--- src/rtl/keypad_scan_fifo.sv ---
// Matrix keypad scanner: active-low row strobe, debounced single-key detect, key-code FIFO.
// Define KEYPAD_TELEPHONE_MAP_EN to remap codes through the 4x4 telephone layout.
module keypad_scan_fifo #(
    parameter int ROWS           = 4,
    parameter int COLS           = 4,
    parameter int CLK_DIV        = 1000,
    parameter int DEBOUNCE_SCANS = 4,
    parameter int FIFO_DEPTH     = 4,
`ifdef KEYPAD_TELEPHONE_MAP_EN
    localparam int CODE_W        = 4
`else
    localparam int CODE_W        = $clog2(ROWS*COLS)
`endif
) (
    input  logic              clk,
    input  logic              rst,
    output logic [ROWS-1:0]   row_drive,
    input  logic [COLS-1:0]   col_sense,
    output logic              key_valid,
    input  logic              key_ready,
    output logic [CODE_W-1:0] key_code,
    output logic              key_held,
    output logic              overflow
);
    // state    | meaning
    // SCAN     | stepping rows each tick, looking for a single low column
    // DEBOUNCE | candidate seen, counting consecutive matching ticks
    // PRESSED  | key accepted, row frozen, counting all-high ticks for release
    localparam logic [1:0] S_SCAN     = 2'd0;
    localparam logic [1:0] S_DEBOUNCE = 2'd1;
    localparam logic [1:0] S_PRESSED  = 2'd2;

    localparam int RW    = $clog2(ROWS);
    localparam int CW    = $clog2(COLS);
    localparam int DIV_W = $clog2(CLK_DIV);
    localparam int CNT_W = $clog2(DEBOUNCE_SCANS + 1);
    localparam int AW    = $clog2(FIFO_DEPTH);

`ifdef KEYPAD_TELEPHONE_MAP_EN
    if (ROWS != 4 || COLS != 4) begin : g_bad_dims
        $error("KEYPAD_TELEPHONE_MAP_EN requires ROWS=4 and COLS=4");
    end

    function automatic logic [3:0] tel_code(input logic [1:0] r, input logic [1:0] c);
        case ({r, c})
            4'h0: tel_code = 4'd1;   4'h1: tel_code = 4'd2;
            4'h2: tel_code = 4'd3;   4'h3: tel_code = 4'd10;
            4'h4: tel_code = 4'd4;   4'h5: tel_code = 4'd5;
            4'h6: tel_code = 4'd6;   4'h7: tel_code = 4'd11;
            4'h8: tel_code = 4'd7;   4'h9: tel_code = 4'd8;
            4'hA: tel_code = 4'd9;   4'hB: tel_code = 4'd12;
            4'hC: tel_code = 4'd14;  4'hD: tel_code = 4'd0;
            4'hE: tel_code = 4'd15;  default: tel_code = 4'd13;
        endcase
    endfunction
`endif

    logic [COLS-1:0]   col_meta, col_sync;
    logic [DIV_W-1:0]  div_cnt;
    logic              tick;
    logic [RW-1:0]     row_idx, next_row;
    logic [1:0]        state;
    logic [CNT_W-1:0]  cnt;
    logic [CW-1:0]     cand, col_idx;
    int                n_low;
    logic              single, all_high, push;
    logic [CODE_W-1:0] push_code;

    logic [CODE_W-1:0] mem [FIFO_DEPTH];
    logic [AW:0]       wr_ptr, rd_ptr;
    logic              empty, full, pop, do_push;

    always_ff @(posedge clk or posedge rst) begin
        if (rst) begin
            col_meta <= '1;
            col_sync <= '1;
        end else begin
            col_meta <= col_sense;
            col_sync <= col_meta;
        end
    end

    assign tick = (div_cnt == DIV_W'(CLK_DIV - 1));

    always_ff @(posedge clk or posedge rst) begin
        if (rst)       div_cnt <= '0;
        else if (tick) div_cnt <= '0;
        else           div_cnt <= div_cnt + DIV_W'(1);
    end

    always_comb begin
        n_low   = 0;
        col_idx = '0;
        for (int c = 0; c < COLS; c++) begin
            if (!col_sync[c]) begin
                n_low   = n_low + 1;
                col_idx = CW'(c);
            end
        end
    end

    assign single   = (n_low == 1);
    assign all_high = &col_sync;
    assign next_row = (row_idx == RW'(ROWS - 1)) ? '0 : row_idx + RW'(1);

    always_comb begin
        row_drive          = '1;
        row_drive[row_idx] = 1'b0;
    end

    always_comb begin
        push = 1'b0;
        if (tick && single) begin
            if (state == S_SCAN && DEBOUNCE_SCANS == 1)
                push = 1'b1;
            else if (state == S_DEBOUNCE && col_idx == cand && cnt == CNT_W'(DEBOUNCE_SCANS - 1))
                push = 1'b1;
        end
    end

`ifdef KEYPAD_TELEPHONE_MAP_EN
    assign push_code = tel_code(2'(row_idx), 2'(col_idx));
`else
    assign push_code = CODE_W'(int'(row_idx) * COLS + int'(col_idx));
`endif

    always_ff @(posedge clk or posedge rst) begin
        if (rst) begin
            state    <= S_SCAN;
            row_idx  <= '0;
            cnt      <= '0;
            cand     <= '0;
            key_held <= 1'b0;
        end else if (tick) begin
            case (state)
                S_SCAN: begin
                    if (single) begin
                        cand <= col_idx;
                        if (DEBOUNCE_SCANS == 1) begin
                            key_held <= 1'b1;
                            cnt      <= '0;
                            state    <= S_PRESSED;
                        end else begin
                            cnt   <= CNT_W'(1);
                            state <= S_DEBOUNCE;
                        end
                    end else begin
                        row_idx <= next_row;
                    end
                end
                S_DEBOUNCE: begin
                    if (single && col_idx == cand) begin
                        if (cnt == CNT_W'(DEBOUNCE_SCANS - 1)) begin
                            key_held <= 1'b1;
                            cnt      <= '0;
                            state    <= S_PRESSED;
                        end else begin
                            cnt <= cnt + CNT_W'(1);
                        end
                    end else begin
                        cnt     <= '0;
                        row_idx <= next_row;
                        state   <= S_SCAN;
                    end
                end
                S_PRESSED: begin
                    // Any low column restarts the release count; only the row stays frozen.
                    if (all_high) begin
                        if (cnt == CNT_W'(DEBOUNCE_SCANS - 1)) begin
                            key_held <= 1'b0;
                            cnt      <= '0;
                            row_idx  <= next_row;
                            state    <= S_SCAN;
                        end else begin
                            cnt <= cnt + CNT_W'(1);
                        end
                    end else begin
                        cnt <= '0;
                    end
                end
                default: state <= S_SCAN;
            endcase
        end
    end

    assign empty     = (wr_ptr == rd_ptr);
    assign full      = (wr_ptr[AW] != rd_ptr[AW]) && (wr_ptr[AW-1:0] == rd_ptr[AW-1:0]);
    assign key_valid = !empty;
    assign pop       = key_valid && key_ready;
    assign do_push   = push && (!full || pop);
    assign key_code  = mem[rd_ptr[AW-1:0]];

    always_ff @(posedge clk or posedge rst) begin
        if (rst) begin
            wr_ptr   <= '0;
            rd_ptr   <= '0;
            overflow <= 1'b0;
            for (int i = 0; i < FIFO_DEPTH; i++) mem[i] <= '0;
        end else begin
            if (do_push) begin
                mem[wr_ptr[AW-1:0]] <= push_code;
                wr_ptr              <= wr_ptr + (AW+1)'(1);
            end
            if (pop) rd_ptr <= rd_ptr + (AW+1)'(1);
            overflow <= push && full && !pop;
        end
    end
endmodule
--- config.mk ---
export PLATFORM = sky130hd
export DESIGN_NAME = keypad_scan_fifo
export DESIGN_NICKNAME = d
export VERILOG_FILES = /design/src/rtl/keypad_scan_fifo.sv
export SDC_FILE = /design/constraint.sdc
export NUM_CORES = 1
export LEC_CHECK = 0
export BUFFER_PORTS_ARGS = -buffer_cell sky130_fd_sc_hd__buf_2
export CAP_MARGIN = 5
export CORE_UTILIZATION = 45
export CTS_CLUSTER_DIAMETER = 60
export DETAILED_ROUTE_END_ITERATION = 12
export PLACE_DENSITY_LB_ADDON = 0.1
export SYNTH_ARGS = -nofsm -noshare
export SYNTH_HDL_FRONTEND = slang
export SYNTH_SLANG_ARGS = --single-unit
--- constraint.sdc ---
create_clock -name clk -period 3.9 [get_ports clk]
set_clock_uncertainty 0.1 [all_clocks]
set_input_delay 0.39 -clock clk [delete_from_list [all_inputs] [get_ports clk]]
set_output_delay 0.39 -clock clk [all_outputs]
set_load 0.01 [all_outputs]
==> results of run 1 <==
-- power breakdown --
group          internal [mW]  switching (mW)  total (mW)
Sequential             0.553          0.0439       0.597
Combinational         0.0649          0.0598       0.125
Clock                  0.143           0.167       0.310
Total                  0.760           0.271        1.03
-- worst max-delay path by stage --
stage | startpoint | to | slack (ns) | depth (start not counted)
after global placement | col_sync[1] | mem[1] | 0.52 | 10
final | col_sync[1] | mem[2] | 0.41 | 10
after floorplan | col_sync[1] | mem[0] | 0.89 | 11
after CTS | col_sync[1] | mem[2] | 0.41 | 10
after global routing | col_sync[1] | mem[2] | 0.25 | 10
after detailed placement | col_sync[1] | mem[2] | 0.44 | 10
-- worst register-to-register path, stage by stage (launching register included) --
cell      delay [ns]
dfstp_2         0.57
inv_1           0.05
ha_1            0.36
xnor2_1         0.16
ha_1            0.32
nor4b_1         0.41
nor4_2          0.13
a211oi_2        0.24
and4_1          0.53
nand2_4         0.18
mux2_4          0.33
-- cells by family (layout without fill, tap and decap cells) --
kind of cell | after synthesis | in the layout | share of synthesized area
multiplexers | 25 | 25 | 0.140
AND/OR/NAND/NOR | 70 | 70 | 0.166
flip-flops | 51 | 51 | 0.466
XOR/XNOR | 15 | 15 | 0.0476
buffers and inverters | 22 | 42 | 0.0344
adder cells (fa/ha/maj) | 19 | 19 | 0.0861
AO/OA/AOI/OAI | 27 | 27 | 0.0607
-- flip-flops by register name, summed over array words and instances, names as in the netlist, 2 cells and up --
| register | cells |
|---|---|
| rd_ptr | 3 |
| div_cnt | 10 |
| col_sync | 4 |
| mem | 16 |
| wr_ptr | 3 |
| col_meta | 4 |
| cnt | 3 |
| state | 2 |
| row_idx | 2 |
| cand | 2 |
-- cells in the mapped netlist, types with 2 or more instances --
cell type | number | share of area
nand2b_1 | 2 | 0.0045
dfrtp_1 | 43 | 0.39
nor3_1 | 2 | 0.0036
and4bb_2 | 2 | 0.0091
and3_1 | 2 | 0.0045
o21ai_0 | 10 | 0.018
dfstp_2 | 8 | 0.076
nand3_1 | 8 | 0.014
clkbuf_1 | 3 | 0.0041
nand2_4 | 4 | 0.016
xor2_1 | 7 | 0.022
mux2_4 | 16 | 0.087
nand4b_1 | 2 | 0.0063
a21oi_1 | 6 | 0.011
nand3b_1 | 2 | 0.0054
o31ai_1 | 3 | 0.0082
inv_1 | 16 | 0.022
ha_1 | 19 | 0.086
nor2_1 | 10 | 0.014
nor2b_1 | 7 | 0.016
nand4_1 | 3 | 0.0068
o21ai_1 | 2 | 0.0036
mux2_2 | 5 | 0.020
xnor2_1 | 8 | 0.025
and4b_1 | 2 | 0.0072
mux4_2 | 4 | 0.033
nand2_1 | 14 | 0.019
-- per-layer routing --
metal | GRT usage | up-vias | part of all wire
li1 | - | 841 | -
met1 | 0.229 | 815 | 0.52
met2 | 0.242 | 23 | 0.44
met3 | 0.0341 | 6 | 0.021
met4 | 0.0482 | 0 | 0.013
met5 | 0 | - | 0
-- cell type report --
type                    instances  area, um^2
clock buffers                   7        86.3
clock inverters                 1        3.75
fillers                       540        2920
inverters                      16        60.1
multi-input cells             156        1380
flip-flops and latches         51        1290
well taps                      75        93.8
repair buffers                 18        92.6
-- metrics by stage --
step	instance area [um^2]	power (mW)	setup slack [ns]	hold WS (ns)
floorplan	2760	0.703	0.888	0.245
global placement	2910	0.732	0.515	0.245
finish	3000	1.03	0.413	0.0852
CTS	3000	1.05	0.411	0.0719
detailed placement	2910	0.734	0.445	0.247
global route	3000	1.09	0.252	0.0663
==> run_results.csv, run 1 <==
group,metric,value,unit
route,drt_iter0_drc,67,
clock_network,postCtsResizedCells,0,
min_path,min_path_type,"in2reg",
worst_setup_path,startpoint_type,"register",
logic_synthesis,synth-edff-count,0,
sta,fmax,287,MHz
logic_synthesis,ys_seq_area_frac,0.466,
place,place_inst,316,
route,ant_nets,0,
sta,final_hold_viol_count,0,
logic_synthesis,synthArstFlopShare,1.00,
logic_synthesis,synth-seq-cells,51,
worst_setup_path,critPathBufInv,1,
grt,track_usage,0.160,
logic_synthesis,syn_nets,255,
sta,slew_viol_final,0,
die,std_cell_rows,28,
logic_synthesis,syn_inst,229,
min_path,whs_path_depth,1,
route,wl_per_cell,14.4,um
grt,grt_pass1_vias,1587,
die,die_y,80.4,um
job,maxCapViolations,0,
power_and_ir_drop,leakage,1.49,nW
die,initial_core_util,0.467,
worst_setup_path,end_kind,"register",
worst_setup_path,slowest_stage,"dfstp_2",
worst_setup_path,arrival,3.58,ns
layout,final_nets,274,
layout,diodes,0,
route,routed_wl,4.67,mm
logic_synthesis,syn_area,0.00276,mm^2
die,die_x,80.4,um
route,vias_per_cell,5.20,
clock_network,clkSinkCount,51,
logic_synthesis,synthDistinctLibCells,46,
sta,fin_crit,3.49,ns
power_and_ir_drop,irDropWorstVdd,0.000247,V
worst_setup_path,rrSetupSlack,0.41,ns
grt,grt_pass1_wl,7.85,mm
clock_network,tritoncts,"done",
worst_setup_path,max_stage_delay,0.57,ns
worst_setup_path,worst_r2r_endpoint,"mem[2]",
worst_setup_path,crit_chain,"inv_1 -> ha_1 -> xnor2_1 -> ha_1 -> nor4b_1 -> nor4_2 -> a211oi_2 -> and4_1 -> nand2_4 -> mux2_4",
die,dieArea,0.00646,mm^2
logic_synthesis,yosysWarnings,0,
logic_synthesis,synth_flop_cell,"dfrtp_1",
sta,worst_pin_slew,1.05,ns
worst_setup_path,r2r_start,"col_sync[1]",
place,dp_hpwl,3.25,mm
sta,tns,0,ns
place,port_buffers,17,
die,ios,18,
clock_network,clk_latency,0.30,ns
worst_setup_path,cp_max_fo,7,
clock_network,htree_num_levels,2,
route,dr_total_vias,1685,
clock_network,cts_setup_buffers,0,
min_path,hold_path_end,"col_meta[2]",
layout,area_delta_synth_final,8.74,%
layout,utilization,0.507,
die,core_area,0.00592,mm^2
layout,final_cell_mix,"dfrtp_1 (43), ha_1 (19), buf_2 (17), mux2_4 (16), inv_1 (15)",
layout,drive_gt1_frac,0.277,
worst_setup_path,cp_common_cell,"ha_1",
worst_setup_path,rr_worst_depth,10,
outcome,status,"completed",
route,first_pass_iters,4,
clock_network,clk_path_buf_depth,2,
min_path,hp-start,"col_sense[2]",
sta,setup_viol,0,
place,place.gp.congestion,0.761,
clock_network,path_clk_slew,0.09,ns
route,drc,0,
worst_setup_path,crit_required,3.99,ns
grt,antenna_found_initial,0,
worst_setup_path,criticalPathCategory,"reg2reg",
sta,rsz0062_at_grt,"false",
layout,final_common_cell,"dfrtp_1",
sta,slew_headroom,0.301,
worst_setup_path,cp_top_family,"simple AND/OR/NAND/NOR gates",
clock_network,cts-root-buf,"clkbuf_8",
power_and_ir_drop,p_per_area,343,mW/mm^2
clock_network,numCtsBuffers,5,
logic_synthesis,syn_avg_cell_area,12.1,um^2
grt,grt-ovfl-total,0,
sta,fin_crit_sh,0.894,
layout,fin_cells,324,
clock_network,ctsHoldBuffers,0,
grt,grt_start_max_net_pins,52,
Power figures use the tool's default switching activity.
==> run 2, diff against run 1 <==
--- a/config.mk
+++ b/config.mk
@@ -7,10 +7,10 @@
 export LEC_CHECK = 0
 export BUFFER_PORTS_ARGS = -buffer_cell sky130_fd_sc_hd__buf_2
 export CAP_MARGIN = 5
-export CORE_UTILIZATION = 45
+export CORE_UTILIZATION = 54
 export CTS_CLUSTER_DIAMETER = 60
 export DETAILED_ROUTE_END_ITERATION = 12
-export PLACE_DENSITY_LB_ADDON = 0.1
+export PLACE_DENSITY = 0.72
 export SYNTH_ARGS = -nofsm -noshare
 export SYNTH_HDL_FRONTEND = slang
 export SYNTH_SLANG_ARGS = --single-unit
==> run_results.csv, run 2 (synthesis gave the netlist of run 1 again) <==
group,metric,value,unit
layout,largestRegisters,"mem x16, div_cnt x10",
grt,grt_start_max_net_pins,52,
route,drt_iter0_drc,80,
clock_network,clk_path_buf_depth,2,
power_and_ir_drop,p_per_area,364,mW/mm^2
sta,fmax,288,MHz
die,die_x,73.5,um
die,dieArea,0.00541,mm^2
sta,slew_viol_final,0,
layout,largest_reg_flops,16,
die,std_cell_rows,25,
sta,slew_headroom,0.313,
layout,final_area,0.00302,mm^2
place,place_inst,308,
place,preCtsSetupSlack,0.422,ns
grt,track_usage,0.192,
layout,n_fill_cell,388,
route,vias_per_cell,5.35,
die,die_y,73.5,um
place,place.gp.congestion,0.784,
layout,drive_gt1_frac,0.285,
layout,seqCellArea,0.00129,mm^2
clock_network,clkSinkCount,51,
layout,final_common_cell,"dfrtp_1",
sta,tns,0,ns
route,dr_total_vias,1692,
layout,multi_input_area,0.00138,mm^2
die,ios,18,
worst_setup_path,criticalPathCategory,"reg2reg",
die,core_area,0.00482,mm^2
layout,final_cell_mix,"dfrtp_1 (43), ha_1 (19), buf_2 (17), mux2_4 (16), inv_1 (15)",
route,ant_nets,0,
route,routed_wl,4.60,mm
clock_network,cts-root-buf,"clkbuf_8",
worst_setup_path,startpoint_type,"register",
worst_setup_path,crit_required,3.99,ns
grt,antenna_found_initial,0,
place,dpl_cell_area,0.00290,mm^2
layout,utilization,0.627,
grt,grt_pass1_wl,7.81,mm
layout,diodes,0,
min_path,min_path_type,"in2reg",
clock_network,cts_setup_buffers,0,
power_and_ir_drop,power,1.10,mW
place,port_buffers,17,
worst_setup_path,cp_max_fo,7,
clock_network,tritoncts,"done",
route,first_pass_iters,4,
layout,final_nets,274,
clock_network,numCtsBuffers,5,
clock_network,htree_num_levels,2,
outcome,status,"completed",
route,wl_per_cell,14.6,um
worst_setup_path,arrival,3.56,ns
power_and_ir_drop,irDropWorstVdd,0.000171,V
layout,area_delta_synth_final,9.38,%
sta,setup_viol,0,
sta,fin_crit,3.47,ns
grt,grt_pass1_vias,1639,
sta,fin_crit_sh,0.889,
clock_network,path_clk_slew,0.09,ns
clock_network,ctsHoldBuffers,0,
clock_network,clk_latency,0.30,ns
die,initial_core_util,0.574,
route,drc,0,
layout,fin_cells,316,
layout,top_register,"mem",
job,maxCapViolations,0,
sta,worst_pin_slew,1.03,ns
place,dp_hpwl,3.27,mm
sta,final_hold_viol_count,0,
sta,rsz0062_at_grt,"false",
power_and_ir_drop,leakage,1.50,nW
sta,holdWs,0.0835,ns
worst_setup_path,end_kind,"register",
clock_network,postCtsResizedCells,0,
sta,setup_slack,0.432,ns
grt,grt-ovfl-total,0,
## run 2: changes by cell type in the layout (fill, tap and decap cells not counted)
| cell | previous run | this run |
|---|---|---|
| clkinv_2 | 0 | 1 |
| clkinv_1 | 1 | 0 |
| clkbuf_1 | 1 | 0 |
| bufinv_16 | 0 | 1 |
## run 2: metal layers
layer | vias to the layer above | GRT usage | part of all wire
li1 | 844 | - | -
met1 | 822 | 0.257 | 0.49
met2 | 21 | 0.315 | 0.48
met3 | 5 | 0.0412 | 0.022
met4 | 0 | 0.0577 | 0.010
met5 | - | 0 | 0
## run 2: critical path: stages (launching register included)
cell      delay (ns)
dfstp_2         0.58
inv_1           0.05
ha_1            0.35
xnor2_1         0.17
ha_1            0.32
nor4b_1         0.37
nor4_2          0.14
a211oi_2        0.26
and4_1          0.54
nand2_4         0.17
mux2_4          0.32
## run 2: report_power, final
group	internal, mW	total (mW)	leakage [nW]	switching (mW)
combinational	0.0652	0.124	0.789	0.0589
sequential	0.553	0.597	0.653	0.0446
clock	0.208	0.379	0.0612	0.171
## run 2: path summary, 6_finish.rpt
check	start	depth (start not counted)	end	slack, ns
max reg2reg	col_sync[1]	10	mem[1]	0.43
max	col_sync[1]	10	mem[1]	0.43
min in group asynchronous	rst	2	rd_ptr[1]	0.23
max in group asynchronous	rst	2	key_held	2.82
min reg2reg	col_meta[3]	0	col_sync[3]	0.26
min	col_sense[2]	1	col_meta[2]	0.08
## run 2: layout make-up
type,count,area share
clock buffer,6,0.0273
clock inverter,2,0.0116
inverter,16,0.0199
sequential,51,0.426
timing repair buffer,18,0.0306
multi-input combinational,156,0.457
tap,67,0.0277
